<file path="config.mk">
export PLATFORM = sky130hd
export DESIGN_NAME = alu_share_arbiter
export DESIGN_NICKNAME = d
export VERILOG_FILES = /design/src/rtl/rv32i_defs.sv /design/src/rtl/alu_share_arbiter_rr_picker.sv /design/src/rtl/alu_share_arbiter.sv
export SDC_FILE = /design/constraint.sdc
export NUM_CORES = 1
export LEC_CHECK = 0
export ABC_AREA = 1
export BUFFER_PORTS_ARGS = -buffer_cell sky130_fd_sc_hd__buf_4
export CORE_MARGIN = 5
export CORE_UTILIZATION = 35
export CTS_BUF_LIST = sky130_fd_sc_hd__clkbuf_4 sky130_fd_sc_hd__clkbuf_8 sky130_fd_sc_hd__clkbuf_16
export DETAILED_ROUTE_END_ITERATION = 10
export GPL_TIMING_DRIVEN = 0
export PLACE_DENSITY_LB_ADDON = 0.25
export SYNTH_ARGS = -nofsm -noshare
export SYNTH_HDL_FRONTEND = slang
export SYNTH_SLANG_ARGS = --single-unit
</file>
<file path="constraint.sdc">
create_clock -name clk -period 4.95 [get_ports clk]
set_input_delay 0.99 -clock clk [delete_from_list [all_inputs] [get_ports clk]]
set_output_delay 0.99 -clock clk [all_outputs]
set_load 0.01 [all_outputs]
</file>
<file path="src/rtl/rv32i_defs.sv">
// Shared RV32I datapath definitions: ALU opcode encoding and ALU status layout.
package rv32i_defs;

    localparam int ALU_OP_W = 3;

    typedef enum logic [ALU_OP_W-1:0] {
        ALU_SUM = 3'b000,
        ALU_SUB = 3'b001,
        ALU_OR  = 3'b010,
        ALU_AND = 3'b011,
        ALU_SLT = 3'b100
    } alu_opcode;

    localparam int ALU_STATUS_W = 4;
    localparam int ST_N = 3;
    localparam int ST_Z = 2;
    localparam int ST_C = 1;
    localparam int ST_V = 0;

    localparam logic [ALU_STATUS_W-1:0] ALU_STATUS_UNDEF = 4'b0100;

endpackage

</file>
<file path="src/rtl/alu_share_arbiter_rr_picker.sv">
// Rotating-priority picker: first asserted request at or above i_ptr, wrapping
// to index 0. Produces a one-hot grant and the matching binary index.
module rr_picker #(
    parameter int NUM_REQ = 3,
    parameter int ID_W    = $clog2(NUM_REQ)
) (
    input  logic [NUM_REQ-1:0] i_req,
    input  logic [ID_W-1:0]    i_ptr,
    output logic [NUM_REQ-1:0] o_grant,
    output logic [ID_W-1:0]    o_idx,
    output logic               o_any
);

    always_comb begin
        o_grant = '0;
        o_idx   = '0;
        o_any   = 1'b0;
        // Upper segment [ptr .. NUM_REQ-1] first, then the wrapped segment [0 .. ptr-1].
        for (int i = 0; i < NUM_REQ; i++) begin
            if (!o_any && i_req[i] && (i >= int'(i_ptr))) begin
                o_grant[i] = 1'b1;
                o_idx      = ID_W'(i);
                o_any      = 1'b1;
            end
        end
        for (int i = 0; i < NUM_REQ; i++) begin
            if (!o_any && i_req[i] && (i < int'(i_ptr))) begin
                o_grant[i] = 1'b1;
                o_idx      = ID_W'(i);
                o_any      = 1'b1;
            end
        end
    end

endmodule

</file>
<file path="src/rtl/alu_share_arbiter.sv">
// One ALU shared by NUM_REQ requesters through a round-robin arbiter and a
// one-entry response register. Define ALU_ARB_FIXED_PRIO_EN for fixed priority (req 0 highest).
module alu_share_arbiter
    import rv32i_defs::*;
#(
    parameter int N       = 32,
    parameter int NUM_REQ = 3,
    parameter int ID_W    = $clog2(NUM_REQ)
) (
    input  logic                          clk,
    input  logic                          rst_n,
    input  logic [NUM_REQ-1:0]            req_valid,
    output logic [NUM_REQ-1:0]            req_ready,
    input  logic [NUM_REQ*N-1:0]          req_a,
    input  logic [NUM_REQ*N-1:0]          req_b,
    input  logic [NUM_REQ*ALU_OP_W-1:0]   req_op,
    output logic [NUM_REQ-1:0]            resp_valid,
    input  logic [NUM_REQ-1:0]            resp_ready,
    output logic [N-1:0]                  resp_result,
    output logic [ALU_STATUS_W-1:0]       resp_status,
    output logic [ID_W-1:0]               resp_id
);

    logic [NUM_REQ-1:0]      r_valid;
    logic [N-1:0]            r_result;
    logic [ALU_STATUS_W-1:0] r_status;
    logic [ID_W-1:0]         r_id;

    logic [ID_W-1:0]         w_ptr;
    logic [NUM_REQ-1:0]      w_grant;
    logic [ID_W-1:0]         w_idx;
    logic                    w_any;
    logic                    w_drain;
    logic                    w_out_free;
    logic                    w_xfer;

    logic [N-1:0]            w_a;
    logic [N-1:0]            w_b;
    logic [ALU_OP_W-1:0]     w_op;
    logic [N:0]              w_sum;
    logic [N:0]              w_diff;
    logic [N-1:0]            w_res;
    logic                    w_c;
    logic                    w_v;
    logic                    w_def;
    logic [ALU_STATUS_W-1:0] w_status;

    rr_picker #(
        .NUM_REQ (NUM_REQ),
        .ID_W    (ID_W)
    ) u_picker (
        .i_req   (req_valid),
        .i_ptr   (w_ptr),
        .o_grant (w_grant),
        .o_idx   (w_idx),
        .o_any   (w_any)
    );

    // r_valid is one-hot at r_id, so this equals resp_ready[resp_id] when valid.
    assign w_drain    = |(r_valid & resp_ready);
    assign w_out_free = ~(|r_valid) | w_drain;
    assign req_ready  = (rst_n && w_out_free) ? w_grant : '0;
    assign w_xfer     = w_any && w_out_free && rst_n;

`ifdef ALU_ARB_FIXED_PRIO_EN
    assign w_ptr = '0;
`else
    logic [ID_W-1:0] r_ptr;

    always_ff @(posedge clk or negedge rst_n) begin
        if (!rst_n) begin
            r_ptr <= '0;
        end else if (w_xfer) begin
            r_ptr <= (w_idx == ID_W'(NUM_REQ - 1)) ? '0 : w_idx + ID_W'(1);
        end
    end

    assign w_ptr = r_ptr;
`endif

    // Idle cycles fall through to requester 0; the ALU output is then unused.
    always_comb begin
        w_a  = req_a[N-1:0];
        w_b  = req_b[N-1:0];
        w_op = req_op[ALU_OP_W-1:0];
        for (int i = 1; i < NUM_REQ; i++) begin
            if (w_idx == ID_W'(i)) begin
                w_a  = req_a[i*N +: N];
                w_b  = req_b[i*N +: N];
                w_op = req_op[i*ALU_OP_W +: ALU_OP_W];
            end
        end
    end

    assign w_sum  = {1'b0, w_a} + {1'b0, w_b};
    assign w_diff = {1'b0, w_a} - {1'b0, w_b};

    // C is carry-out for SUM and borrow for SUB; logic ops and SLT clear C/V.
    always_comb begin
        w_res = '0;
        w_c   = 1'b0;
        w_v   = 1'b0;
        w_def = 1'b1;
        case (w_op)
            ALU_SUM: begin
                w_res = w_sum[N-1:0];
                w_c   = w_sum[N];
                w_v   = (w_a[N-1] == w_b[N-1]) && (w_sum[N-1] != w_a[N-1]);
            end
            ALU_SUB: begin
                w_res = w_diff[N-1:0];
                w_c   = w_diff[N];
                w_v   = (w_a[N-1] != w_b[N-1]) && (w_diff[N-1] != w_a[N-1]);
            end
            ALU_OR:  w_res = w_a | w_b;
            ALU_AND: w_res = w_a & w_b;
            ALU_SLT: w_res = {{(N-1){1'b0}}, ($signed(w_a) < $signed(w_b))};
            default: w_def = 1'b0;
        endcase
    end

    always_comb begin
        w_status = ALU_STATUS_UNDEF;
        if (w_def) begin
            w_status[ST_N] = w_res[N-1];
            w_status[ST_Z] = (w_res == '0);
            w_status[ST_C] = w_c;
            w_status[ST_V] = w_v;
        end
    end

    always_ff @(posedge clk or negedge rst_n) begin
        if (!rst_n) begin
            r_valid  <= '0;
            r_result <= '0;
            r_status <= '0;
            r_id     <= '0;
        end else if (w_xfer) begin
            r_valid  <= w_grant;
            r_result <= w_res;
            r_status <= w_status;
            r_id     <= w_idx;
        end else if (w_drain) begin
            r_valid  <= '0;
        end
    end

    assign resp_valid  = r_valid;
    assign resp_result = r_result;
    assign resp_status = r_status;
    assign resp_id     = r_id;

    a_onehot : assert property (@(posedge clk) disable iff (!rst_n)
        $onehot0(req_ready) && $onehot0(resp_valid));

endmodule

</file>
* Yosys cells after proc, flatten, opt, wreduce, memory -nomap -nowiden
Cells that the tools add are included.
** Cells by class
- Order comparisons :: 7
- Bitwise logic cells :: 5
- Div/mod/pow operators :: 0
- Mux-type cells :: 31
- Multipliers :: 0
- $add $sub $neg :: 3
- Shifts and indexed selects :: 0
- Reduce and logical (&&, ||, !) cells :: 27
- Equal/unequal tests :: 10
** Operators with widths (number)
- $pmux 32 s5 :: 1
- $mux 32 :: 4
- $add 32x32->33 :: 1
- $sub 32x32->33 :: 1
- $and 32x32->32 :: 1
- $logic_not 32->1 :: 1
- $lt 32x32->1 :: 1
- $or 32x32->32 :: 1
- $logic_and 1x1->1 :: 16
- $mux 3 :: 5
- $mux 1 :: 13
- $mux 2 :: 5
- $eq 3x2->1 const B :: 2
- $reduce_or 3->1 :: 2
- $logic_not 1->1 :: 5
- $reduce_or 5->1 :: 1
- $ge 1x2->1 const A :: 2
- $lt 1x2->1 const A :: 2
- $mux 4 :: 1
- $pmux 1 s2 :: 2
- $and 3x3->3 :: 1
- $eq 3x1->1 const B :: 1
- $eq 3x3->1 const B :: 1
- $logic_not 3->1 :: 1
- other kinds (10) :: 12
** Storage, ports and cells
- Memories :: 0
- ROM bits :: 0
- Output and inout port bits :: 44
- RAM bits :: 0
- Latch bits :: 0
- Register bits :: 43
- Logic and storage cells :: 88
- Input port bits :: 209

* Longest topological paths before layout
- Word-level depth :: 31
- Depth in mapped cells :: 35
- Mapped depth without buffers :: 32

* Hierarchy
A second synthesis with hierarchy kept.
** Second synthesis, totals
- Cells, all modules :: 1812
- Area total of the unflattened synthesis :: 9681.8 um2
** Modules (own cells, without submodules)
- alu_share_arbiter :: cells an instance 1792, times used 1, area each 9593.0 um2
- rr_picker :: cells an instance 20, times used 1, area each 88.8 um2

* Worst setup path after synthesis
No wires, ideal clock.
- Kind :: input to register
- Start point :: input req_valid[0]
- End point :: register r_status[2], in the netlist resp_status[2]
- Cell stages on the path :: 30
- Buffers on the path :: 4
- Setup slack :: 0.511 ns
- Setup time :: 0.066 ns
- Arrival :: 4.373 ns
- Required time :: 4.884 ns
- Path through :: nand3_2 > nand4_2 > nand2_4 > inv_2 > buf_2 > buf_1 > buf_1 > nand3_1 > o21ai_0 > inv_1 > ha_1 > clkbuf_1 > nand2_1 > nor2_1 > inv_1 > nor3_1 > nand2_1 > nand2_1 > nand2_1 > nand2_1 > nand2_1 > nand2_1 > nor2_1 > nor3_1 > nand2_1 > nor2_1 > nand2_1 > nor2_1 > nand3_1 > nand2_1
** On the way
- Word-level cells in the longest chain between the ends :: 29
** RTL lines
- start, declared :: line alu_share_arbiter.sv:12 : input logic [NUM_REQ-1:0] req_valid,
- $logic_and 1x1->1 :: line alu_share_arbiter_rr_picker.sv:20 : if (!o_any && i_req[i] && (i >= int'(i_ptr))) begin
- $mux 1 :: line alu_share_arbiter_rr_picker.sv:20
- $logic_not 1->1 :: line alu_share_arbiter_rr_picker.sv:20
- $logic_and 1x1->1 (2 in a row) :: line alu_share_arbiter_rr_picker.sv:20
- $mux 1 :: line alu_share_arbiter_rr_picker.sv:20
- $logic_not 1->1 :: line alu_share_arbiter_rr_picker.sv:20
- $logic_and 1x1->1 (2 in a row) :: line alu_share_arbiter_rr_picker.sv:20
- $mux 1 :: line alu_share_arbiter_rr_picker.sv:20
- [... 9 more ...]
- $logic_and 1x1->1 (2 in a row) :: line alu_share_arbiter_rr_picker.sv:27 : if (!o_any && i_req[i] && (i < int'(i_ptr))) begin
- $mux 2 :: line alu_share_arbiter_rr_picker.sv:27
- $eq 2x1->1 :: line alu_share_arbiter.sv:87 : if (w_idx == ID_W'(i)) begin
- $mux 32 / $mux 3 (equally long branches) (2 in a row) :: line alu_share_arbiter.sv:87
- $sub 32x32->33, or another cell as far along :: line alu_share_arbiter.sv:96 : assign w_diff = {1'b0, w_a} - {1'b0, w_b};
- $pmux 32 s5 / $reduce_or 5->1 (equally long branches)
- $logic_not 32->1 / $mux 1 (equally long branches) :: line alu_share_arbiter.sv:126, alu_share_arbiter.sv:104
- $mux 4 :: line alu_share_arbiter.sv:124 : if (w_def) begin
- end signal, assigned :: line alu_share_arbiter.sv:141 : r_status <= w_status;
- end, declared :: line alu_share_arbiter.sv:26 : logic [ALU_STATUS_W-1:0] r_status;
Parallel ways exist; a longest one is shown, timed or not.
A chain may end at the register's enable or synchronous reset.

* Final worst setup path
- Start point :: input req_valid[1]
- End point :: register r_status[2], in the netlist resp_status[2]
** On the way
- Word-level cells in the longest chain between the ends :: 26
** RTL lines (line)
- $logic_and 1x1->1 (2 in a row) :: alu_share_arbiter_rr_picker.sv:20
- $mux 1 :: alu_share_arbiter_rr_picker.sv:20
- $logic_not 1->1 :: alu_share_arbiter_rr_picker.sv:20
- $logic_and 1x1->1 (2 in a row) :: alu_share_arbiter_rr_picker.sv:20
- $mux 1 :: alu_share_arbiter_rr_picker.sv:20
- $logic_not 1->1 :: alu_share_arbiter_rr_picker.sv:27
- $logic_and 1x1->1 (2 in a row) :: alu_share_arbiter_rr_picker.sv:27
- $mux 1 :: alu_share_arbiter_rr_picker.sv:27
- [... 5 more ...]
- $logic_and 1x1->1 (2 in a row) :: alu_share_arbiter_rr_picker.sv:27
- $mux 2 :: alu_share_arbiter_rr_picker.sv:27
- $eq 2x1->1 :: alu_share_arbiter.sv:87
- $mux 32 / $mux 3 (equally long branches) (2 in a row) :: alu_share_arbiter.sv:87
- $sub 32x32->33, or another cell as far along :: alu_share_arbiter.sv:96
- $pmux 32 s5 / $reduce_or 5->1 (equally long branches)
- $logic_not 32->1 / $mux 1 (equally long branches) :: alu_share_arbiter.sv:126, alu_share_arbiter.sv:104
- $mux 4 :: alu_share_arbiter.sv:124
Parallel ways exist; a longest one is shown, timed or not.

==> impl_metrics.py <==
metrics = {
    "global_routing": {
        "grt_pass1_vias": 12010,
        "grt_pass1_wl_um": 67300,
        "grt_max_degree": 45,
        "antenna_found_initial": 0,
        "grt_usage": 0.278,
        "overflow": 0,
    },
    "critical_path": {
        "cp_common_cell": "nand2_1",
        "critPathLaunchType": "input pin",
        "critPathCaptureType": "flop",
        "slowest_stage": "ha_2",
        "worstPathRequired_ns": 5.18,
        "critPathKind": "input pin to flop",
        "cp_max_fo": 10,
        "arrival_ns": 5.02,
        "slowest_delay_ns": 0.48,
    },
    "synth": {
        "postSynthAreaPerCell_um2": 5.27,
        "ys_seq_elements": 43,
        "synth_edf_count": 0,
        "yosys-top-cells-area": "nand2_1, ha_1, inv_1, dfrtp_1, nand3_1",
        "synthCells": 1888,
        "yosysSeqAreaShare": 0.108,
        "synth_top_cell_by_area": "nand2_1",
        "yosysWarnings": 0,
        "ys_types": 40,
        "synth_area_um2": 9950,
        "syn_nets": 2201,
        "synth_most_common_cell": "nand2_1",
        "synth_top_family_by_area": "simple AND/OR/NAND/NOR gates",
        "yosysTopAreaCellShare": 0.272,
        "synthSimpleGateAreaFrac": 0.475,
        "synth_compound_area_frac": 0.106,
        "synthFlopType": "dfrtp_1",
        "synth_xor_area_frac": 0.0282,
        "synth_common_cells": "nand2_1, inv_1, nor2_1",
        "async_reset_ff_frac": 1.00,
        "muxShareOfSynthArea": 0,
        "synth_fa_ha_area_frac": 0.132,
    },
    "die": {
        "die_area_um2": 31900,
        "rows": 61,
        "core_region_area_um2": 27900,
        "fp.dieH_um": 179,
        "die_x_um": 179,
        "initial_core_util": 0.356,
        "io_pins": 253,
    },
    "power": {
        "ir_drop_mv": 0.248,
        "power.total_w": 0.0102,
        "leakage_nw": 7.52,
        "powerDensity_nw_per_um2": 779,
    },
    "placed_design": {
        "port_buffers": 252,
        "place_ws_ns": -1.80,
        "place_area_um2": 12300,
        "dp_hpwl_um": 39400,
        "gp_congestion": 1.02,
    },
    "flow_run": {
        "max_cap_viol_count": 0,
    },
    "clock_network": {
        "cts-buffers-inserted": 5,
        "clk_latency_ns": 0.29,
        "cts_sinks": 43,
        "htreeDepth": 2,
        "path_clk_slew_ns": 0.06,
        "cts_root_buf": "clkbuf_16",
        "cts_tree": "yes",
        "clockBufferDepth": 2,
    },
    "timing": {
        "hold_ws_ns": 0.479,
        "min_period_over_period": 0.968,
        "worst_pin_slew_ns": 0.695,
        "finalHoldViolCount": 0,
        "relSlewSlack": 0.536,
        "slew_violations": 0,
        "min_period_ns": 4.79,
        "finalClockSkew_ns": 0.00242,
        "setup_tns_ns": 0,
        "finalSetupViolations": 0,
        "setup_ws_ns": 0.160,
        "fmax_ghz": 0.209,
    },
    "drt": {
        "drt_first_pass_iters": 5,
        "wl_um": 46100,
        "avgRoutedWirePerCell_um": 18.4,
        "vias": 12738,
        "final_antenna_net_count": 0,
        "first_iter_violations": 1198,
        "drc_errors": 0,
        "vias_per_cell": 5.08,
    },
    "layout": {
        "final_nets": 2442,
        "drive_above_1_share": 0.211,
        "postLayoutCellArea_um2": 13100,
        "syn_to_final_growth_pct": 31.7,
        "antenna_cells": 0,
    },
    "min_path": {
        "hold_path_class": "flop to flop",
    },
    "run_status": {
        "status": "finished clean",
    },
}
-- worst max-delay path, delay by kind of cell --
family / cells / cell delay [ns]
buffers and inverters: 7 / 1.01
and+or+nand+nor: 20 / 2.32
adders and majority gates: 1 / 0.48
AOI/OAI and AO/OA: 1 / 0.21
-- placed cells by master, fill, tap and decap left out, types with 6 or more instances in the layout --
cell	instances
nand4_1	41
nor2_2	27
nand3_1	146
a21oi_1	44
nor2_1	126
nand2_2	13
buf_4	267
o21ai_2	21
o21bai_1	9
o21ai_1	32
nand2_1	711
ha_4	11
clkbuf_4	6
and2_1	7
clkbuf_2	8
ha_2	11
dfrtp_1	43
xor2_1	27
clkbuf_1	11
nand3_2	10
ha_1	80
nor3_2	11
nor2_4	6
o21ai_0	75
inv_1	305
buf_2	7
-- timing repair --
action / 4_1_cts / 5_1_grt
pin swaps: 1 / 5
gates resized for setup: 103 / 144
buffers inserted: 3 / 6
setup endpoints to repair: 35 / 10
gates cloned: 0 / 0
hold buffers: 0 / 0
-- flip-flops by register name, summed over array words and instances (netlist names) --
signal / flops
resp_id: 2
resp_status: 4
resp_valid: 3
resp_result: 32
r_ptr: 2
-- cells by family (layout without fill, tap and decap cells) --
kind of cell,count (synthesis),after routing
adder cells (fa/ha/maj),104,104
AND/OR/NAND/NOR,1125,1125
flip-flops,43,43
XOR/XNOR,32,32
AO/OA/AOI/OAI,199,199
buffers and inverters,385,627
-- routing by layer --
| metal | GRT usage | part of all wire |
|---|---|---|
| met3 | 0.0443 | 0.10 |
| met2 | 0.445 | 0.44 |
| met1 | 0.379 | 0.43 |
| met5 | 0 | 0 |
| met4 | 0.0947 | 0.033 |
-- power breakdown --
part           internal, W  switching (W)  total (W)
Combinational      0.00300        0.00630    0.00930
Sequential        0.000485      0.0000786   0.000564
Clock             0.000192       0.000143   0.000334
Total              0.00368        0.00652     0.0102
-- area by class of cell --
| type | instances | area, um2 |
|---|---|---|
| buffer | 48 | 325 |
| clock buffer | 6 | 133 |
| clock inverter | 2 | 12.5 |
| fill | 3150 | 14800 |
| inverter | 310 | 1170 |
| multi-input combinational | 1460 | 7950 |
| sequential | 43 | 1080 |
| tap | 378 | 473 |
| timing repair buffer | 261 | 1970 |
-- metrics by stage --
stage,instances,util
6_report,2508,0.469
5_1_grt,2508,0.469
4_1_cts,2506,0.451
3_5_place_dp,2518,0.441
3_3_place_gp,2518,0.441
2_1_floorplan,1888,-
-- final timing paths --
check	from	to	slack [ns]	cells after the start
worst max-delay path	req_valid[1]	resp_status[2]	0.16	29
worst min-delay path	resp_id[1]	resp_id[1]	0.48	2
worst max register to register	r_ptr[1]	resp_status[2]	0.38	29
worst min register to register	resp_id[1]	resp_id[1]	0.48	2
max in group asynchronous	rst_n	resp_result[26]	3.89	1
min in group asynchronous	rst_n	resp_result[6]	0.68	1
No activity file was read; power rests on OpenSTA's default activity.
